File: src/rtl/store_buffer_pkg.sv
// Shared types and constants for the store buffer between the memory stage and datamemory.
package store_buffer_pkg;

  localparam int unsigned SB_ADDR_W = 9;
  localparam int unsigned SB_DATA_W = 32;

  localparam logic [2:0] F3_B  = 3'b000;
  localparam logic [2:0] F3_H  = 3'b001;
  localparam logic [2:0] F3_W  = 3'b010;
  localparam logic [2:0] F3_BU = 3'b100;
  localparam logic [2:0] F3_HU = 3'b101;

  typedef struct packed {
    logic [SB_ADDR_W-1:0] addr;
    logic [SB_DATA_W-1:0] data;
    logic [2:0]           funct3;
  } sb_entry_t;

  function automatic int unsigned ptr_wrap_inc(int unsigned ptr, int unsigned depth);
    return (ptr + 1 >= depth) ? 0 : ptr + 1;
  endfunction

endpackage

File: src/rtl/store_buffer_if.sv
// Core-side store/load requests and datamemory port signals owned by the store buffer.
interface store_buffer_if #(
  parameter int unsigned DM_ADDRESS = store_buffer_pkg::SB_ADDR_W,
  parameter int unsigned DATA_W     = store_buffer_pkg::SB_DATA_W
);
  logic                  st_valid;
  logic [DM_ADDRESS-1:0] st_addr;
  logic [DATA_W-1:0]     st_data;
  logic [2:0]            st_funct3;
  logic                  st_ready;
  logic                  ld_valid;
  logic [DM_ADDRESS-1:0] ld_addr;
  logic [2:0]            ld_funct3;
  logic                  ld_stall;
  logic                  dm_read;
  logic                  dm_write;
  logic [DM_ADDRESS-1:0] dm_addr;
  logic [DATA_W-1:0]     dm_wd;
  logic [2:0]            dm_funct3;
  logic                  empty;

  modport master (
    output st_valid, st_addr, st_data, st_funct3, ld_valid, ld_addr, ld_funct3,
    input  st_ready, ld_stall, dm_read, dm_write, dm_addr, dm_wd, dm_funct3, empty
  );

  modport slave (
    input  st_valid, st_addr, st_data, st_funct3, ld_valid, ld_addr, ld_funct3,
    output st_ready, ld_stall, dm_read, dm_write, dm_addr, dm_wd, dm_funct3, empty
  );
endinterface

File: src/rtl/sb_fifo.sv
// In-order circular store FIFO; exposes every entry and its valid bit for hazard compare.
module sb_fifo
  import store_buffer_pkg::*;
#(
  parameter int unsigned DEPTH = 4
) (
  input  logic             clk,
  input  logic             rst,
  input  logic             push,
  input  sb_entry_t        push_entry,
  input  logic             pop,
  output sb_entry_t        head_entry,
  output sb_entry_t        entries [DEPTH],
  output logic [DEPTH-1:0] valid,
  output logic             full,
  output logic             empty
);
  localparam int unsigned PtrW = $clog2(DEPTH);
  localparam int unsigned CntW = PtrW + 1;

  sb_entry_t        mem_q [DEPTH];
  logic [DEPTH-1:0] valid_q;
  logic [PtrW-1:0]  head_q, tail_q;
  logic [CntW-1:0]  count_q;
  logic             push_en, pop_en;

  // Overruns and underruns are dropped rather than corrupting pointers.
  assign push_en = push && !full;
  assign pop_en  = pop && !empty;

  always_ff @(posedge clk or negedge rst) begin
    if (!rst) begin
      head_q  <= '0;
      tail_q  <= '0;
      count_q <= '0;
      valid_q <= '0;
      for (int i = 0; i < DEPTH; i++) mem_q[i] <= '0;
    end else begin
      if (push_en) begin
        mem_q[tail_q]   <= push_entry;
        valid_q[tail_q] <= 1'b1;
        tail_q          <= PtrW'(ptr_wrap_inc(32'(tail_q), DEPTH));
      end
      if (pop_en) begin
        valid_q[head_q] <= 1'b0;
        head_q          <= PtrW'(ptr_wrap_inc(32'(head_q), DEPTH));
      end
      if (push_en && !pop_en) begin
        count_q <= count_q + CntW'(1);
      end else if (pop_en && !push_en) begin
        count_q <= count_q - CntW'(1);
      end
    end
  end

  assign head_entry = mem_q[head_q];
  assign entries    = mem_q;
  assign valid      = valid_q;
  assign full       = (count_q == CntW'(DEPTH));
  assign empty      = (count_q == '0);

endmodule

File: src/rtl/store_buffer.sv
// Store buffer: queues stores and arbitrates datamemory's single port between loads and drains.
module store_buffer
  import store_buffer_pkg::*;
#(
  parameter int unsigned DEPTH = 4
) (
  input logic           clk,
  input logic           rst,
  store_buffer_if.slave sb
);
  sb_entry_t        push_entry, head_entry;
  sb_entry_t        entries [DEPTH];
  logic [DEPTH-1:0] valid;
  logic             full, empty;
  logic             hit, load_grant, drain;

  assign push_entry = '{addr: sb.st_addr, data: sb.st_data, funct3: sb.st_funct3};

  sb_fifo #(
    .DEPTH(DEPTH)
  ) u_fifo (
    .clk       (clk),
    .rst       (rst),
    .push      (sb.st_valid),
    .push_entry(push_entry),
    .pop       (drain),
    .head_entry(head_entry),
    .entries   (entries),
    .valid     (valid),
    .full      (full),
    .empty     (empty)
  );

  // Full word-address match, independent of access size.
  always_comb begin
    hit = 1'b0;
    for (int i = 0; i < DEPTH; i++) begin
      if (valid[i] && (entries[i].addr == sb.ld_addr)) hit = 1'b1;
    end
    hit = hit && sb.ld_valid;
  end

  always_comb begin
    load_grant   = sb.ld_valid && !hit && !full;
    drain        = !load_grant && !empty;
    sb.dm_read   = load_grant;
    sb.dm_write  = drain;
    sb.dm_addr   = load_grant ? sb.ld_addr : head_entry.addr;
    sb.dm_funct3 = load_grant ? sb.ld_funct3 : head_entry.funct3;
    sb.dm_wd     = head_entry.data;
    sb.ld_stall  = drain && sb.ld_valid;
  end

  assign sb.st_ready = !full;
  assign sb.empty    = empty;

endmodule

File: src/flat_wrapper.sv
// flat-port wrapper written by rule: the top's interface ports become plain ports
module store_buffer_flat import store_buffer_pkg::*;
#(
  parameter int unsigned DEPTH = 4
)
  (clk, rst, sb_st_valid, sb_st_addr, sb_st_data, sb_st_funct3, sb_ld_valid, sb_ld_addr, sb_ld_funct3, sb_st_ready, sb_ld_stall, sb_dm_read, sb_dm_write, sb_dm_addr, sb_dm_wd, sb_dm_funct3, sb_empty);
  store_buffer_if #(.DM_ADDRESS((SB_ADDR_W)), .DATA_W((SB_DATA_W))) sb_i ();
  input logic clk;
  input logic rst;
  input wire logic [$bits(sb_i.st_valid)-1:0] sb_st_valid;
  input wire logic [$bits(sb_i.st_addr)-1:0] sb_st_addr;
  input wire logic [$bits(sb_i.st_data)-1:0] sb_st_data;
  input wire logic [$bits(sb_i.st_funct3)-1:0] sb_st_funct3;
  input wire logic [$bits(sb_i.ld_valid)-1:0] sb_ld_valid;
  input wire logic [$bits(sb_i.ld_addr)-1:0] sb_ld_addr;
  input wire logic [$bits(sb_i.ld_funct3)-1:0] sb_ld_funct3;
  output wire logic [$bits(sb_i.st_ready)-1:0] sb_st_ready;
  output wire logic [$bits(sb_i.ld_stall)-1:0] sb_ld_stall;
  output wire logic [$bits(sb_i.dm_read)-1:0] sb_dm_read;
  output wire logic [$bits(sb_i.dm_write)-1:0] sb_dm_write;
  output wire logic [$bits(sb_i.dm_addr)-1:0] sb_dm_addr;
  output wire logic [$bits(sb_i.dm_wd)-1:0] sb_dm_wd;
  output wire logic [$bits(sb_i.dm_funct3)-1:0] sb_dm_funct3;
  output wire logic [$bits(sb_i.empty)-1:0] sb_empty;
  assign sb_i.st_valid = sb_st_valid;
  assign sb_i.st_addr = sb_st_addr;
  assign sb_i.st_data = sb_st_data;
  assign sb_i.st_funct3 = sb_st_funct3;
  assign sb_i.ld_valid = sb_ld_valid;
  assign sb_i.ld_addr = sb_ld_addr;
  assign sb_i.ld_funct3 = sb_ld_funct3;
  assign sb_st_ready = sb_i.st_ready;
  assign sb_ld_stall = sb_i.ld_stall;
  assign sb_dm_read = sb_i.dm_read;
  assign sb_dm_write = sb_i.dm_write;
  assign sb_dm_addr = sb_i.dm_addr;
  assign sb_dm_wd = sb_i.dm_wd;
  assign sb_dm_funct3 = sb_i.dm_funct3;
  assign sb_empty = sb_i.empty;
  store_buffer #(.DEPTH(DEPTH)) u_core (.clk(clk), .rst(rst), .sb(sb_i));
endmodule
File: config.mk
export PLATFORM = sky130hd
export DESIGN_NAME = store_buffer_flat
export DESIGN_NICKNAME = d
export VERILOG_FILES = /design/src/rtl/store_buffer_pkg.sv /design/src/rtl/store_buffer_if.sv /design/src/rtl/sb_fifo.sv /design/src/rtl/store_buffer.sv /design/src/flat_wrapper.sv
export SDC_FILE = /design/constraint.sdc
export NUM_CORES = 1
export LEC_CHECK = 0
export CORE_ASPECT_RATIO = 1.2
export CORE_UTILIZATION = 50
export DETAILED_ROUTE_END_ITERATION = 8
export PLACE_DENSITY = 0.76
export SYNTH_ARGS = -nofsm -noshare
export SYNTH_HDL_FRONTEND = slang
export SYNTH_SLANG_ARGS = --single-unit
File: constraint.sdc
create_clock -name clk -period 2.5 [get_ports clk]
set_input_delay 0.5 -clock clk [delete_from_list [all_inputs] [get_ports clk]]
set_output_delay 0.5 -clock clk [all_outputs]
set_load 0.02 [all_outputs]
Word-level counts from Yosys, hierarchy flattened

Cells that the tools add are included.

Bits in read-only memories: 0
Memories kept: 0
RAM bits: 0
Bits in latches: 0
Word-level logic and storage cells: 85
Register bits after elaboration: 187
Input port bits: 60

Equal/unequal tests: 5
Bitwise gates (word level): 5
$lt $le $gt $ge: 9
Div/mod/pow operators: 0
Muxes and demuxes: 22
Reduce and logical (&&, ||, !) cells: 24
Shifts and indexed selects: 0
Add/subtract/negate cells: 4
Multipliers: 0

Operators with widths:

| cell                                                                  | number |
|---|---|
| 176-bit bitwise mux                                                   | 1 |
| 44-bit 2-to-1 mux                                                     | 3 |
| 44-bit binary-select mux with 2-bit select                            | 1 |
| 44-bit demux with 2-bit select                                        | 1 |
| 9-bit equality test                                                   | 4 |
| 1-bit logical AND                                                     | 16 |
| 3-bit >= comparator, second input constant                            | 4 |
| 3-bit 2-to-1 mux                                                      | 3 |
| 9-bit 2-to-1 mux                                                      | 1 |
| 4-bit 2-to-1 mux                                                      | 2 |
| 2-bit by 1-bit adder with 3-bit output, second input constant         | 2 |
| 1-bit zero test                                                       | 6 |
| 2-bit by 3-bit < comparator with 1-bit output, second input constant  | 2 |
| 1-bit 2-to-1 mux                                                      | 6 |
| 2-bit inverter with 3-bit output                                      | 2 |
| 4-bit bitwise AND                                                     | 1 |
| 1-bit demux with 2-bit select                                         | 2 |
| 2-bit by 1-bit >= comparator with 1-bit output, second input constant | 2 |
| 2-bit 2-to-1 mux                                                      | 2 |
| 4-bit inverter                                                        | 1 |
| 4-bit OR                                                              | 1 |
| 3-bit by 1-bit adder with 3-bit output, second input constant         | 1 |
| 3-bit equality test, second input constant                            | 1 |
| 3-bit zero test                                                       | 1 |
| 3 further kinds                                                       | 3 |

Logic depth before layout (Yosys ltp)

Gate-level depths: netlist (run 1).

Word-level depth: 16
Gate-level depth with buffers: 11
Gate-level depth less buffers: 10

Cells and area by module

Synthesis (run 1) repeated with hierarchy kept, for this count alone.

Cell total of the unflattened synthesis: 554
Area total of the unflattened synthesis: 8976.1 um^2

By module, submodules not included:

| module       | area each (um^2) | cells an instance | instances |
|---|---|---|---|
| sb_fifo      | 8281.7           | 477               | 1 |
| store_buffer | 694.4            | 77                | 1 |

Worst setup path before layout (run 1)

OpenSTA, ideal clock, no wires.

Kind: input port to flip-flop
Start: input port sb_ld_addr[0]
End: register u_core.u_fifo.count_q[2]
Slack: -0.110 ns
Buffers on the path: 1
Data required time: 2.375 ns
Stages: 11
Library setup time: 0.125 ns
Arrival time: 2.484 ns
Cell sequence: buf_4 > xor2_1 > nor4_1 > nand4_1 > and3_4 > a31o_4 > ha_1 > fa_1 > xnor2_1 > nor2_1 > xor2_1

Longest elaborated chain between the ends: 16
Elaborated cells between the ends (all ways): 24
Those cells by class: 4 x eq/ne; 5 x mux; 15 x reduce/logical

Ends and longest elaborated chain:

| element                                                | line               | RTL |
|---|---|---|
| start: declaration                                     | flat_wrapper.sv:15 | `input wire logic [$bits(sb_i.ld_addr)-1:0] sb_ld_addr;` |
| 9-bit equality test                                    | store_buffer.sv:38 | `if (valid[i] && (entries[i].addr == sb.ld_addr)) hit = 1'b1;` |
| 1-bit logical AND                                      | store_buffer.sv:38 |  |
| 1-bit 2-to-1 mux (3 in a row)                          | store_buffer.sv:38 |  |
| 1-bit 2-to-1 mux *                                     | store_buffer.sv:38 |  |
| 1-bit logical AND *                                    | store_buffer.sv:40 | `hit = hit && sb.ld_valid;` |
| 1-bit zero test *                                      | store_buffer.sv:44 | `load_grant = sb.ld_valid && !hit && !full;` |
| 1-bit logical AND * (2 in a row)                       | store_buffer.sv:44 |  |
| 1-bit zero test *                                      | store_buffer.sv:45 | `drain = !load_grant && !empty;` |
| 1-bit logical AND *                                    | store_buffer.sv:45 |  |
| 1-bit logical AND *                                    | sb_fifo.sv:29      | `assign pop_en = pop && !empty;` |
| 1-bit zero test                                        | sb_fifo.sv:48      | `if (push_en && !pop_en) begin` |
| 1-bit logical AND                                      | sb_fifo.sv:48      |  |
| 3-bit 2-to-1 mux or 2-bit nonzero test (tied branches) | n/a                |  |
| end signal: assignment                                 | sb_fifo.sv:49      | `count_q <= count_q + CntW'(1);` |
| end signal: assignment                                 | sb_fifo.sv:51      | `count_q <= count_q - CntW'(1);` |
| end: declaration                                       | sb_fifo.sv:24      | `logic [CntW-1:0] count_q;` |

Every way passes the cells marked *; elsewhere a longest branch is shown, timed or not.
A chain may end at the register's enable or synchronous reset.

Worst setup path after layout (run 1)

Start: input port sb_ld_addr[7]
End: output port sb_dm_funct3[1]

Longest elaborated chain between the ends: 11
Elaborated cells between the ends (all ways): 17
Those cells by class: 4 x eq/ne; 5 x mux; 8 x reduce/logical

Ends and longest elaborated chain:

| element                          | line               | RTL |
|---|---|---|
| 9-bit equality test              | store_buffer.sv:38 |  |
| 1-bit logical AND                | store_buffer.sv:38 |  |
| 1-bit 2-to-1 mux (3 in a row)    | store_buffer.sv:38 |  |
| 1-bit 2-to-1 mux *               | store_buffer.sv:38 |  |
| 1-bit logical AND *              | store_buffer.sv:40 |  |
| 1-bit zero test *                | store_buffer.sv:44 |  |
| 1-bit logical AND * (2 in a row) | store_buffer.sv:44 |  |
| 3-bit 2-to-1 mux *               | store_buffer.sv:49 | `sb.dm_funct3 = load_grant ? sb.ld_funct3 : head_entry.funct3;` |
| end: declaration                 | flat_wrapper.sv:23 | `output wire logic [$bits(sb_i.dm_funct3)-1:0] sb_dm_funct3;` |

Marks and branches as above.

==> metrics.md, run 1 <==
| Metric | Value |
|---|---|
| Period minus WS final | `2.906 ns` |
| Final period util | `116.2%` |
| Status | `finished with violations` |
| CTS Root Cell | `clkbuf_16` |
| # diodes | `0` |
| Largest vdd supply drop | `0.0007317 V` |
| CTS tree | `done` |
| DR iter-0 viols | `179` |
| Yosys top cell by area | `dfrtp_1` |
| CP arrival | `2.41 ns` |
| Critical path peak fanout | `5` |
| I/O Pins | `109` |
| Syn Area/Cell | `15.93 um^2` |
| Area of the core | `17110 um^2` |
| Input/output buffers | `108` |
| Distinct cell type count after synthesis | `33` |
| Mapped Area | `8856 um^2` |
| DRC viols | `0` |
| Critical Path RT | `2.00 ns` |
| CTS sink cnt | `187` |
| Clk_lat worst skew | `0.43 ns` |
| Syn nets | `627` |
| Synth warnings | `0` |
| Total grt overflow | `0` |
| RR Endpoint | `u_core.u_fifo.count_q[2]` |
| Placed insts | `901` |
| Tightest Pin Transition | `0.6160 ns` |
| Worst Slack Setup Final | `-0.4061 ns` |
| Pwr Total | `16710 uW` |
| Max-cap viol count | `0` |
| Routability cong. | `0.8709` |
| Synthesis-stage register bit count | `187` |
| Non-Filler Instances | `949` |
| DR WL/cell | `21.07 um` |
| ANT nets after route | `0` |
| CP Launch Type | `primary input` |
| Fillers | `1196` |
| Vias in the first global route | `6032` |
| Antenna violations before repair | `0` |
| Failing checks | `setup timing` |
| Internal reg-to-reg setup slack | `-0.18 ns` |
| Synth Flop Type | `dfrtp_1` |
| Setup TNS | `-5.763 ns` |
| Sequential area share after synthesis | `52.84%` |
| H-tree levels | `4` |
| Via-to-Cell Ratio | `5.620` |
| WL final | `19990 um` |
| Rows | `52` |
| Die span in y | `147.8 um` |
| Dpl hpwl | `13260 um` |
| Worst Skew | `0.009544 ns` |
| Max clock buf depth | `2` |
| Final setup violation count | `18` |
| Number of CTS-inserted buffers | `17` |
| Via count | `5333` |
| CP Class | `in2out` |
| Count leader, synth | `dfrtp_1` |
| Gr usage total | `23.72%` |
| Power Density | `1464 nW/um^2` |
| Max Freq | `0.3441 GHz` |
| P_leak | `0.004975 uW` |
| Cts hold-fix bufs | `0` |
| Worst setup EP type | `output port` |
| Die Wd | `123.5 um` |
| Top cell type's share of synthesized area | `52.84%` |
| Pre-CTS setup slack | `-1.071 ns` |
| First drt pass iteration count | `5` |
| Final Net Count | `791` |
| Top cells by area in the synthesized netlist | `dfrtp_1 53%, mux2_2 23%, mux4_2 11%` |
| Largest net degree at the start of global routing | `64` |
| DIE AREA | `18250 um^2` |
| R2R depth | `12` |
| Async SR Flop Fraction | `100.0%` |
| FF-to-FF Start | `u_core.u_fifo.entries[41]` |
| Post-Syn Instances | `556` |
| Initial Utilization | `51.75%` |
| Fin. max-slew vios | `0` |
| Final hold viol count | `0` |
| RSZ-0062 raised after global routing | `yes` |
| Fraction of final layout cells sized beyond drive strength 1 | `54.84%` |
| EDFF count, synth | `0` |
| Area Growth Syn to Fin | `28.88%` |
| Worst-path clk slew | `0.07 ns` |
| First-pass GRT wire length | `31940 um` |
| Post-synth top cells | `187 x dfrtp_1, 180 x mux2_2, 44 x mux4_2` |
| Min-delay worst type | `in2async` |
| Slew margin rel. | `58.93%` |
==> per-layer routing <==
layer  track usage (%)  wire, um
met1             28.86      8050
met2             41.03     10740
met3             5.556       863
met4             8.133       340
met5                 0         0
==> sequential cells by signal, summed over array words and instances, names as in the netlist <==
name                   cells
u_core.u_fifo.head_q       2
u_core.u_fifo.count_q      3
u_core.u_fifo.tail_q       2
u_core.u_fifo.valid        4
u_core.u_fifo.entries    176
==> through the flow <==
stage	cell area [um^2]	utilization [%]	hold WS, ns
3_5_place_dp	10570	61.79	0.4630
6_report	11410	66.70	0.04741
3_3_place_gp	10570	61.79	0.4602
2_1_floorplan	8871	-	0.2044
4_1_cts	11280	65.94	0.06463
5_1_grt	11410	66.70	0.08867
==> worst max-delay path, stage by stage <==
cell,delay (ns)
dlygate4sd2_1,0.32
buf_4,0.17
xnor2_1,0.24
nand4_1,0.15
nor3_2,0.16
a41oi_2,0.09
nand3_4,0.19
buf_12,0.14
mux2_4,0.31
buf_6,0.13
==> logic make-up after synthesis <==
logic type,synth area share [%]
fa+ha+maj,1.639
flops,52.84
simple gates,1.738
xor+xnor,3.857
buf+inv,3.447
compound gates,0.8053
mux,35.67
==> timing repair <==
item	CTS	global route
pin swaps	3	6
cloned	2	2
buffers inserted	8	4
endpoints found under the hold margin	0	0
endpoints found under the setup margin	50	27
gates resized for setup	255	13
==> final cells by class <==
cell class | instances | area [um^2] | area share, %
clock buffer | 21 | 470.5 | 4.122
clock inverter | 11 | 108.9 | 0.9537
inverter | 8 | 37.54 | 0.3289
multi-input combinational | 324 | 3996 | 35.01
sequential | 187 | 4684 | 41.04
tap | 216 | 270.3 | 2.368
timing repair buffer | 182 | 1846 | 16.17
==> how the worst max path moves through the flow <==
stage	endpoint	start	slack [ns]
2_1_floorplan	u_core.u_fifo.count_q[2]	sb_ld_addr[0]	0.004
3_3_place_gp	sb_dm_funct3[1]	sb_ld_addr[3]	-1.03
3_5_place_dp	sb_dm_funct3[1]	sb_ld_addr[3]	-1.07
4_1_cts	sb_dm_funct3[1]	u_core.u_fifo.entries[40]	-0.43
5_1_grt	sb_dm_funct3[1]	u_core.u_fifo.entries[41]	-0.48
6_report	sb_dm_funct3[1]	sb_ld_addr[7]	-0.41
==> where the power goes <==
| group | internal [uW] | switching (uW) |
|---|---|---|
| sequential | 4610 | 944 |
| clock | 1460 | 1160 |
| combinational | 4890 | 3650 |
==> layout by cell type, fill, tap and decap left out, types with 2 or more instances in the layout <==
cell type,netlist,routed
buf_2,21,27
mux4_2,44,44
inv_1,7,6
dlygate4sd2_1,0,10
nand4_1,4,4
clkbuf_8,3,3
ha_1,10,9
mux2_1,9,7
dfrtp_1,187,185
mux2_2,180,170
xor2_1,25,24
buf_4,3,47
buf_16,0,4
clkbuf_16,0,19
a21oi_1,8,8
nand2_2,2,4
buf_12,0,16
clkdlybuf4s50_1,0,50
nand2_1,5,3
nor2_1,4,4
inv_6,1,4
clkinvlp_4,0,4
buf_6,7,23
nor4_2,0,5
clkinv_4,0,2
mux2_4,2,14
xnor2_1,14,14
No activity file was read; power rests on OpenSTA's default activity.
==> run 2: changes to the inputs <==
--- a/config.mk
+++ b/config.mk
@@ -6,6 +6,7 @@
 export NUM_CORES = 1
 export LEC_CHECK = 0
 export CORE_ASPECT_RATIO = 1.2
+export CORE_MARGIN = 2
 export CORE_UTILIZATION = 50
 export DETAILED_ROUTE_END_ITERATION = 8
 export PLACE_DENSITY = 0.76
==> metrics.md, run 2 (synthesized netlist as in run 1, its figures left out) <==
| Metric | Value |
|---|---|
| Status | `finished with violations (unchanged)` |
| Failing checks | `setup timing (unchanged)` |
| DRC viols | `0 (unchanged)` |
| RSZ-0062 raised after global routing | `yes (unchanged)` |
| Slew margin rel. | `68.87% (was 58.93%)` |
| WP buf/inv | `3 (was 4)` |
| Critical Path, Cell by Cell | `dlygate4sd2_1, xor2_1, nor4_1, nand4_1, and3_4, nand3_4, buf_12, mux2_4, buf_6 (was dlygate4sd2_1, buf_4, xnor2_1, nand4_1, nor3_2, a41oi_2, nand3_4, buf_12, mux2_4, buf_6)` |
| DR iter-0 viols | `205 (was 179)` |
| Antenna violations before repair | `0 (unchanged)` |
| Maximum single-stage delay on the critical path | `0.32 ns (about the same)` |
| Largest vdd supply drop | `0.0006659 V (was 0.0007317 V)` |
| Clock network fraction of design power | `15.2% (was 15.7%)` |
| Initial Utilization | `50.78% (was 51.75%)` |
| Max-cap viol count | `0 (unchanged)` |
| CP Launch Type | `primary input (unchanged)` |
| Net Sw Frac | `34.50% (was 34.41%)` |
| GR peak layer | `met2 (unchanged)` |
| GR met2 Demand/Resource | `40.76% (was 41.03%)` |
| Worst setup EP type | `output port (unchanged)` |
| Min-delay worst type | `in2async (unchanged)` |
| # diodes | `0 (unchanged)` |
| WL final | `19890 um (was 19990 um)` |
| Power Density | `1458 nW/um^2 (was 1464 nW/um^2)` |
| Rows | `53 (was 52)` |
| Via-to-Cell Ratio | `5.590 (was 5.620)` |
| Area Growth Syn to Fin | `27.61% (was 28.88%)` |
| Sw Pwr | `5683 uW (was 5748 uW)` |
| CP max-delay cell | `dlygate4sd2_1 (unchanged)` |
| Crit path max-delay family | `simple AND/OR/NAND/NOR gates (was buffers and inverters)` |
| CTS sink cnt | `187 (unchanged)` |
| Comb pwr share | `51.3% (was 51.1%)` |
| Largest net degree at the start of global routing | `61 (was 64)` |
| Fraction of final layout cells sized beyond drive strength 1 | `54.20% (was 54.84%)` |
| DIE AREA | `18800 um^2 (was 18250 um^2)` |
| Worst Setup SP | `sb_ld_addr[8] (was sb_ld_addr[7])` |
| Final hold viol count | `0 (unchanged)` |
| Met1 Usage GRT | `26.00% (was 28.86%)` |
| Dpl hpwl | `13120 um (was 13260 um)` |
| First-pass GRT wire length | `32190 um (was 31940 um)` |
| ANT nets after route | `0 (unchanged)` |
| CP Class | `in2out (unchanged)` |
| CP arrival | `2.33 ns (was 2.41 ns)` |
| Critical Path RT | `2.00 ns (about the same)` |
| Gr usage total | `22.44% (was 23.72%)` |
| Max clock buf depth | `2 (unchanged)` |
| Die Wd | `125.5 um (was 123.5 um)` |
| Total grt overflow | `0 (unchanged)` |
| P_leak | `0.004898 uW (was 0.004975 uW)` |
| Final Net Count | `786 (was 791)` |
| Clk_lat worst skew | `0.43 ns (about the same)` |
| Fin. max-slew vios | `0 (unchanged)` |
| FF-to-FF Start | `u_core.u_fifo.entries[172] (was u_core.u_fifo.entries[41])` |
| Routability cong. | `0.8845 (was 0.8709)` |
| Input/output buffers | `108 (unchanged)` |
| Tightest Pin Transition | `0.4669 ns (was 0.6160 ns)` |
| Critical path peak fanout | `7 (was 5)` |
| Final setup violation count | `17 (was 18)` |
| Internal reg-to-reg setup slack | `-0.24 ns (was -0.18 ns)` |
| Worst Slack Setup Final | `-0.3252 ns (was -0.4061 ns)` |
| Worst Skew | `0.01416 ns (was 0.009544 ns)` |
| Period minus WS final | `2.825 ns (was 2.906 ns)` |
| Met3 Usage GRT | `5.470% (was 5.556%)` |
| Fillers | `1248 (was 1196)` |
| Via count | `5294 (was 5333)` |
| Max Freq | `0.3540 GHz (was 0.3441 GHz)` |
| DR WL/cell | `21.01 um (was 21.07 um)` |
| Area of the core | `17440 um^2 (was 17110 um^2)` |
| Worst-path clk slew | `0.07 ns (about the same)` |
| Most frequent cells in the layout | `185 x dfrtp_1, 170 x mux2_2, 50 x clkdlybuf4s50_1, 44 x mux4_2, 44 x buf_4 (was 185 x dfrtp_1, 170 x mux2_2, 50 x clkdlybuf4s50_1, 47 x buf_4, 44 x mux4_2)` |
| First drt pass iteration count | `4 (was 5)` |
| Int Pwr | `10790 uW (was 10960 uW)` |
| CTS Root Cell | `clkbuf_16 (unchanged)` |
| Max reg flops | `176 (unchanged)` |
| CTS tree | `done (unchanged)` |
| Commonest non-fill, non-tap cell in the layout | `dfrtp_1 (unchanged)` |
| Seq pwr share | `33.5% (was 33.2%)` |
| Pre-CTS setup slack | `-1.117 ns (was -1.071 ns)` |
| Cts hold-fix bufs | `0 (unchanged)` |
| Dpl cell area | `10520 um^2 (was 10570 um^2)` |
| Die span in y | `149.8 um (was 147.8 um)` |
| Post-route cell area | `11300 um^2 (was 11410 um^2)` |
| Worst hold slack | `0.003262 ns (was 0.04741 ns)` |
| Vias in the first global route | `6080 (was 6032)` |
| H-tree levels | `4 (unchanged)` |
| Final period util | `113.0% (was 116.2%)` |
| I/O Pins | `109 (unchanged)` |
| Number of CTS-inserted buffers | `17 (unchanged)` |
==> run 2: cell types whose count changed in the layout (fill, tap and decap cells not counted), sizes merged, moves of 2 or more <==
cell,change
buf,-13
clkbuf,+4
clkdlybuf4s15,+9
dlygate4sd2,-2
==> run 2: through the flow <==
stage / total power, uW / TNS [ns] / instances / utilization [%]
after detailed placement: 13820 / -19.60 / 900 / 60.30
after floorplan: 10570 / 0 / 556 / -
after global routing: 17400 / -6.396 / 947 / 64.80
after global placement: 13450 / -18.74 / 900 / 60.30
final: 16470 / -4.667 / 947 / 64.80
after CTS: 16550 / -5.335 / 943 / 64.58
==> run 2: metal layers <==
metal	wire, um	vias up
li1	-	2358
met4	387	0
met5	0	-
met1	7814	2780
met2	10750	121
met3	938	35
==> run 2: path summary, 6_finish.rpt <==
kind	depth (start not counted)	to
worst max-delay path	9	sb_dm_funct3[1]
worst min-delay path	1	u_core.u_fifo.count_q[1]
worst max register to register	12	u_core.u_fifo.count_q[2]
worst min register to register	1	u_core.u_fifo.count_q[0]
max in group asynchronous	2	u_core.u_fifo.entries[94]
min in group clk	1	u_core.u_fifo.count_q[0]
==> run 2: layout make-up <==
class / count / area, um^2 / area share [%]
clock buffer: 24 / 481.7 / 4.263
clock inverter: 7 / 57.56 / 0.5093
inverter: 8 / 35.03 / 0.3100
multi-input combinational: 324 / 3993 / 35.33
sequential: 187 / 4684 / 41.45
tap: 220 / 275.3 / 2.436
timing repair buffer: 177 / 1774 / 15.70
==> run 2: power groups by stage <==
| stage | sequential [uW] | combinational, uW | clock [uW] |
|---|---|---|---|
| global route | 5710 | 9000 | 2690 |
| CTS | 5510 | 8480 | 2560 |
| global placement | 5400 | 8050 | 0 |
| floorplan | 5230 | 5340 | 0 |
| detailed placement | 5560 | 8260 | 0 |
| finish | 5520 | 8440 | 2510 |
==> run 2: timing repair <==
action	4_1_cts	5_1_grt
gates resized for setup	244	21
setup buffers	10	5
endpoints found under the setup margin	50	34
cloned	2	1
pin swaps	6	5
==> run 3: changes to the inputs <==
--- a/config.mk
+++ b/config.mk
@@ -9,6 +9,7 @@
 export CORE_MARGIN = 2
 export CORE_UTILIZATION = 50
 export DETAILED_ROUTE_END_ITERATION = 8
+export MAX_ROUTING_LAYER = met4
 export PLACE_DENSITY = 0.76
 export SYNTH_ARGS = -nofsm -noshare
 export SYNTH_HDL_FRONTEND = slang
==> metrics.md, run 3 (synthesized netlist as in run 1, its figures left out) <==
| Metric | Value |
|---|---|
| Dpl hpwl | `13120 um (unchanged)` |
| Fillers | `1250 (was 1248)` |
| First drt pass iteration count | `4 (unchanged)` |
| Number of CTS-inserted buffers | `17 (unchanged)` |
| DRC viols | `0 (unchanged)` |
| Rows | `53 (unchanged)` |
| Via count | `5294 (unchanged)` |
| Final period util | `112.9% (was 113.0%)` |
| CTS tree | `done (unchanged)` |
| Crit path max-delay family | `simple AND/OR/NAND/NOR gates (unchanged)` |
| Worst Skew | `0.01290 ns (was 0.01416 ns)` |
| Worst Slack Setup Final | `-0.3224 ns (was -0.3252 ns)` |
| Layout Utilization | `64.57% (was 64.80%)` |
| Power Density | `1455 nW/um^2 (was 1458 nW/um^2)` |
| Comb pwr share | `51.0% (was 51.3%)` |
| I/O Pins | `109 (unchanged)` |
| Initial Utilization | `50.78% (unchanged)` |
| Met3 WL | `844 um (was 938 um)` |
| ANT nets after route | `0 (unchanged)` |
| WP buf/inv | `2 (was 3)` |
| Final setup violation count | `17 (unchanged)` |
| Commonest non-fill, non-tap cell in the layout | `dfrtp_1 (unchanged)` |
| Period minus WS final | `2.822 ns (was 2.825 ns)` |
| Seq pwr share | `33.7% (was 33.5%)` |
| Cts hold-fix bufs | `0 (unchanged)` |
| P_leak | `0.004878 uW (was 0.004898 uW)` |
| Max reg flops | `176 (unchanged)` |
| WL final | `19810 um (was 19890 um)` |
| Fraction of final layout cells sized beyond drive strength 1 | `54.07% (was 54.20%)` |
| Largest vdd supply drop | `0.0006657 V (was 0.0006659 V)` |
| Max-cap viol count | `0 (unchanged)` |
| First-pass GRT wire length | `32140 um (was 32190 um)` |
| Die span in y | `149.8 um (unchanged)` |
| CTS Root Cell | `clkbuf_16 (unchanged)` |
| Final hold viol count | `0 (unchanged)` |
| CTS sink cnt | `187 (unchanged)` |
| Tightest Pin Transition | `0.4652 ns (was 0.4669 ns)` |
| Largest net degree at the start of global routing | `61 (unchanged)` |
| Area Growth Syn to Fin | `27.15% (was 27.61%)` |
| CP arrival | `2.32 ns (was 2.33 ns)` |
| Antenna violations before repair | `0 (unchanged)` |
| Worst-path clk slew | `0.08 ns (was 0.07 ns)` |
| Status | `finished with violations (unchanged)` |
| CP Class | `reg2out (was in2out)` |
| DR WL/cell | `20.96 um (was 21.01 um)` |
| Pwr Total | `16380 uW (was 16470 uW)` |
| Total grt overflow | `0 (unchanged)` |
| Pre-CTS setup slack | `-1.117 ns (unchanged)` |
| Die Wd | `125.5 um (unchanged)` |
| # diodes | `0 (unchanged)` |
| Via-to-Cell Ratio | `5.602 (was 5.590)` |
| Non-Filler Instances | `945 (was 947)` |
| Setup TNS | `-4.515 ns (was -4.667 ns)` |
| Most frequent cells in the layout | `185 x dfrtp_1, 170 x mux2_2, 50 x clkdlybuf4s50_1, 45 x buf_4, 44 x mux4_2 (was 185 x dfrtp_1, 170 x mux2_2, 50 x clkdlybuf4s50_1, 44 x mux4_2, 44 x buf_4)` |
| Slew margin rel. | `68.98% (was 68.87%)` |
| Input/output buffers | `108 (unchanged)` |
| Max clock buf depth | `2 (unchanged)` |
| Clock network fraction of design power | `15.3% (was 15.2%)` |
| CP Launch Type | `flop (was primary input)` |
| Met2 WL post-DR | `10770 um (was 10750 um)` |
| RSZ-0062 raised after global routing | `yes (unchanged)` |
| Final Net Count | `784 (was 786)` |
| Area of the multi-input gates | `3993 um^2 (unchanged)` |
| Top sig layer | `met4 (unchanged)` |
| Wl on met1 | `7832 um (was 7814 um)` |
| Routability cong. | `0.8993 (was 0.8845)` |
| Gr usage total | `23.05% (was 22.44%)` |
| Failing checks | `setup timing (unchanged)` |
| Worst setup EP type | `output port (unchanged)` |
| Vias in the first global route | `6079 (was 6080)` |
| Clk_lat worst skew | `0.43 ns (about the same)` |
| Register area | `4684 um^2 (unchanged)` |
| DIE AREA | `18800 um^2 (unchanged)` |
| Critical Path RT | `2.00 ns (about the same)` |
| Critical Path, Cell by Cell | `xor2_2, nor4_4, a41oi_2, nand3_4, buf_12, mux2_4, buf_6 (was dlygate4sd2_1, xor2_1, nor4_1, nand4_1, and3_4, nand3_4, buf_12, mux2_4, buf_6)` |
| Critical path peak fanout | `7 (unchanged)` |
| Int Pwr | `10730 uW (was 10790 uW)` |
| H-tree levels | `4 (unchanged)` |
| Max Freq | `0.3543 GHz (was 0.3540 GHz)` |
| Fin. max-slew vios | `0 (unchanged)` |
| Net Sw Frac | `34.54% (was 34.50%)` |
| Area of the core | `17440 um^2 (unchanged)` |
| Sw Pwr | `5659 uW (was 5683 uW)` |
| Min-delay worst type | `in2async (unchanged)` |
| CP max-delay cell | `dfrtp_1 (was dlygate4sd2_1)` |
| Placed insts | `900 (unchanged)` |
| Maximum single-stage delay on the critical path | `0.42 ns (was 0.32 ns)` |
| DR iter-0 viols | `218 (was 205)` |
[run 3: cell count changes in the layout (fill, tap and decap cells not counted)]
cell             delta
clkdlybuf4s15_2     +1
clkbuf_16           -1
buf_6               -3
buf_4               +1
[run 3: repair_timing]
action | CTS | global route
gates cloned | 2 | 0
pin swaps | 6 | 5
buffers inserted | 10 | 4
gates resized for setup | 244 | 16
endpoints found under the setup margin | 50 | 34
[run 3: power groups by stage]
stage / clock, uW / sequential, uW / combinational, uW
detailed placement: 0 / 5560 / 8260
global placement: 0 / 5400 / 8050
global route: 2680 / 5700 / 8920
finish: 2500 / 5520 / 8360
floorplan: 0 / 5230 / 5340
CTS: 2560 / 5510 / 8480
[run 3: per-layer routing]
metal,up-vias,GRT usage [%]
met5,-,-
li1,2349,-
met4,0,7.944
met2,115,40.81
met1,2798,26.15
met3,32,4.719
[run 3: cell type report]
| cell class | count | area share [%] |
|---|---|---|
| sequential | 187 | 41.60 |
| multi-input combinational | 324 | 35.46 |
| timing repair buffer | 175 | 15.40 |
| clock buffer | 24 | 4.278 |
| tap | 220 | 2.444 |
| clock inverter | 7 | 0.5111 |
| inverter | 8 | 0.3111 |
[run 3: path summary, 6_finish.rpt]
check	start	end	slack, ns	cells after the start
hold / removal	rst	u_core.u_fifo.count_q[1]	0.002	1
min in group clk	u_core.u_fifo.count_q[0]	u_core.u_fifo.count_q[0]	0.49	1
hold reg to reg	u_core.u_fifo.count_q[0]	u_core.u_fifo.count_q[0]	0.49	1
max in group asynchronous	rst	u_core.u_fifo.entries[137]	1.79	2
setup reg to reg	u_core.u_fifo.entries[172]	u_core.u_fifo.count_q[2]	-0.16	11
setup / recovery	u_core.u_fifo.entries[172]	sb_dm_funct3[1]	-0.32	7
[run 3: worst reg2reg max path, delay by kind of cell, from the launching register on]
kind,cells,cell delay (ns)
fa+ha+maj,2,0.48
buf+inv,2,0.30
compound gates,2,0.45
simple gates,2,0.44
xor+xnor,3,0.49
flops,1,0.42
[run 3: stage by stage]
step	hold WS, ns	instance area (um^2)
after floorplan	0.2044	8871
after global placement	0.4579	10520
after detailed placement	0.4696	10520
after CTS	0.007926	11260
after global routing	0.01912	11260
final	0.002209	11260
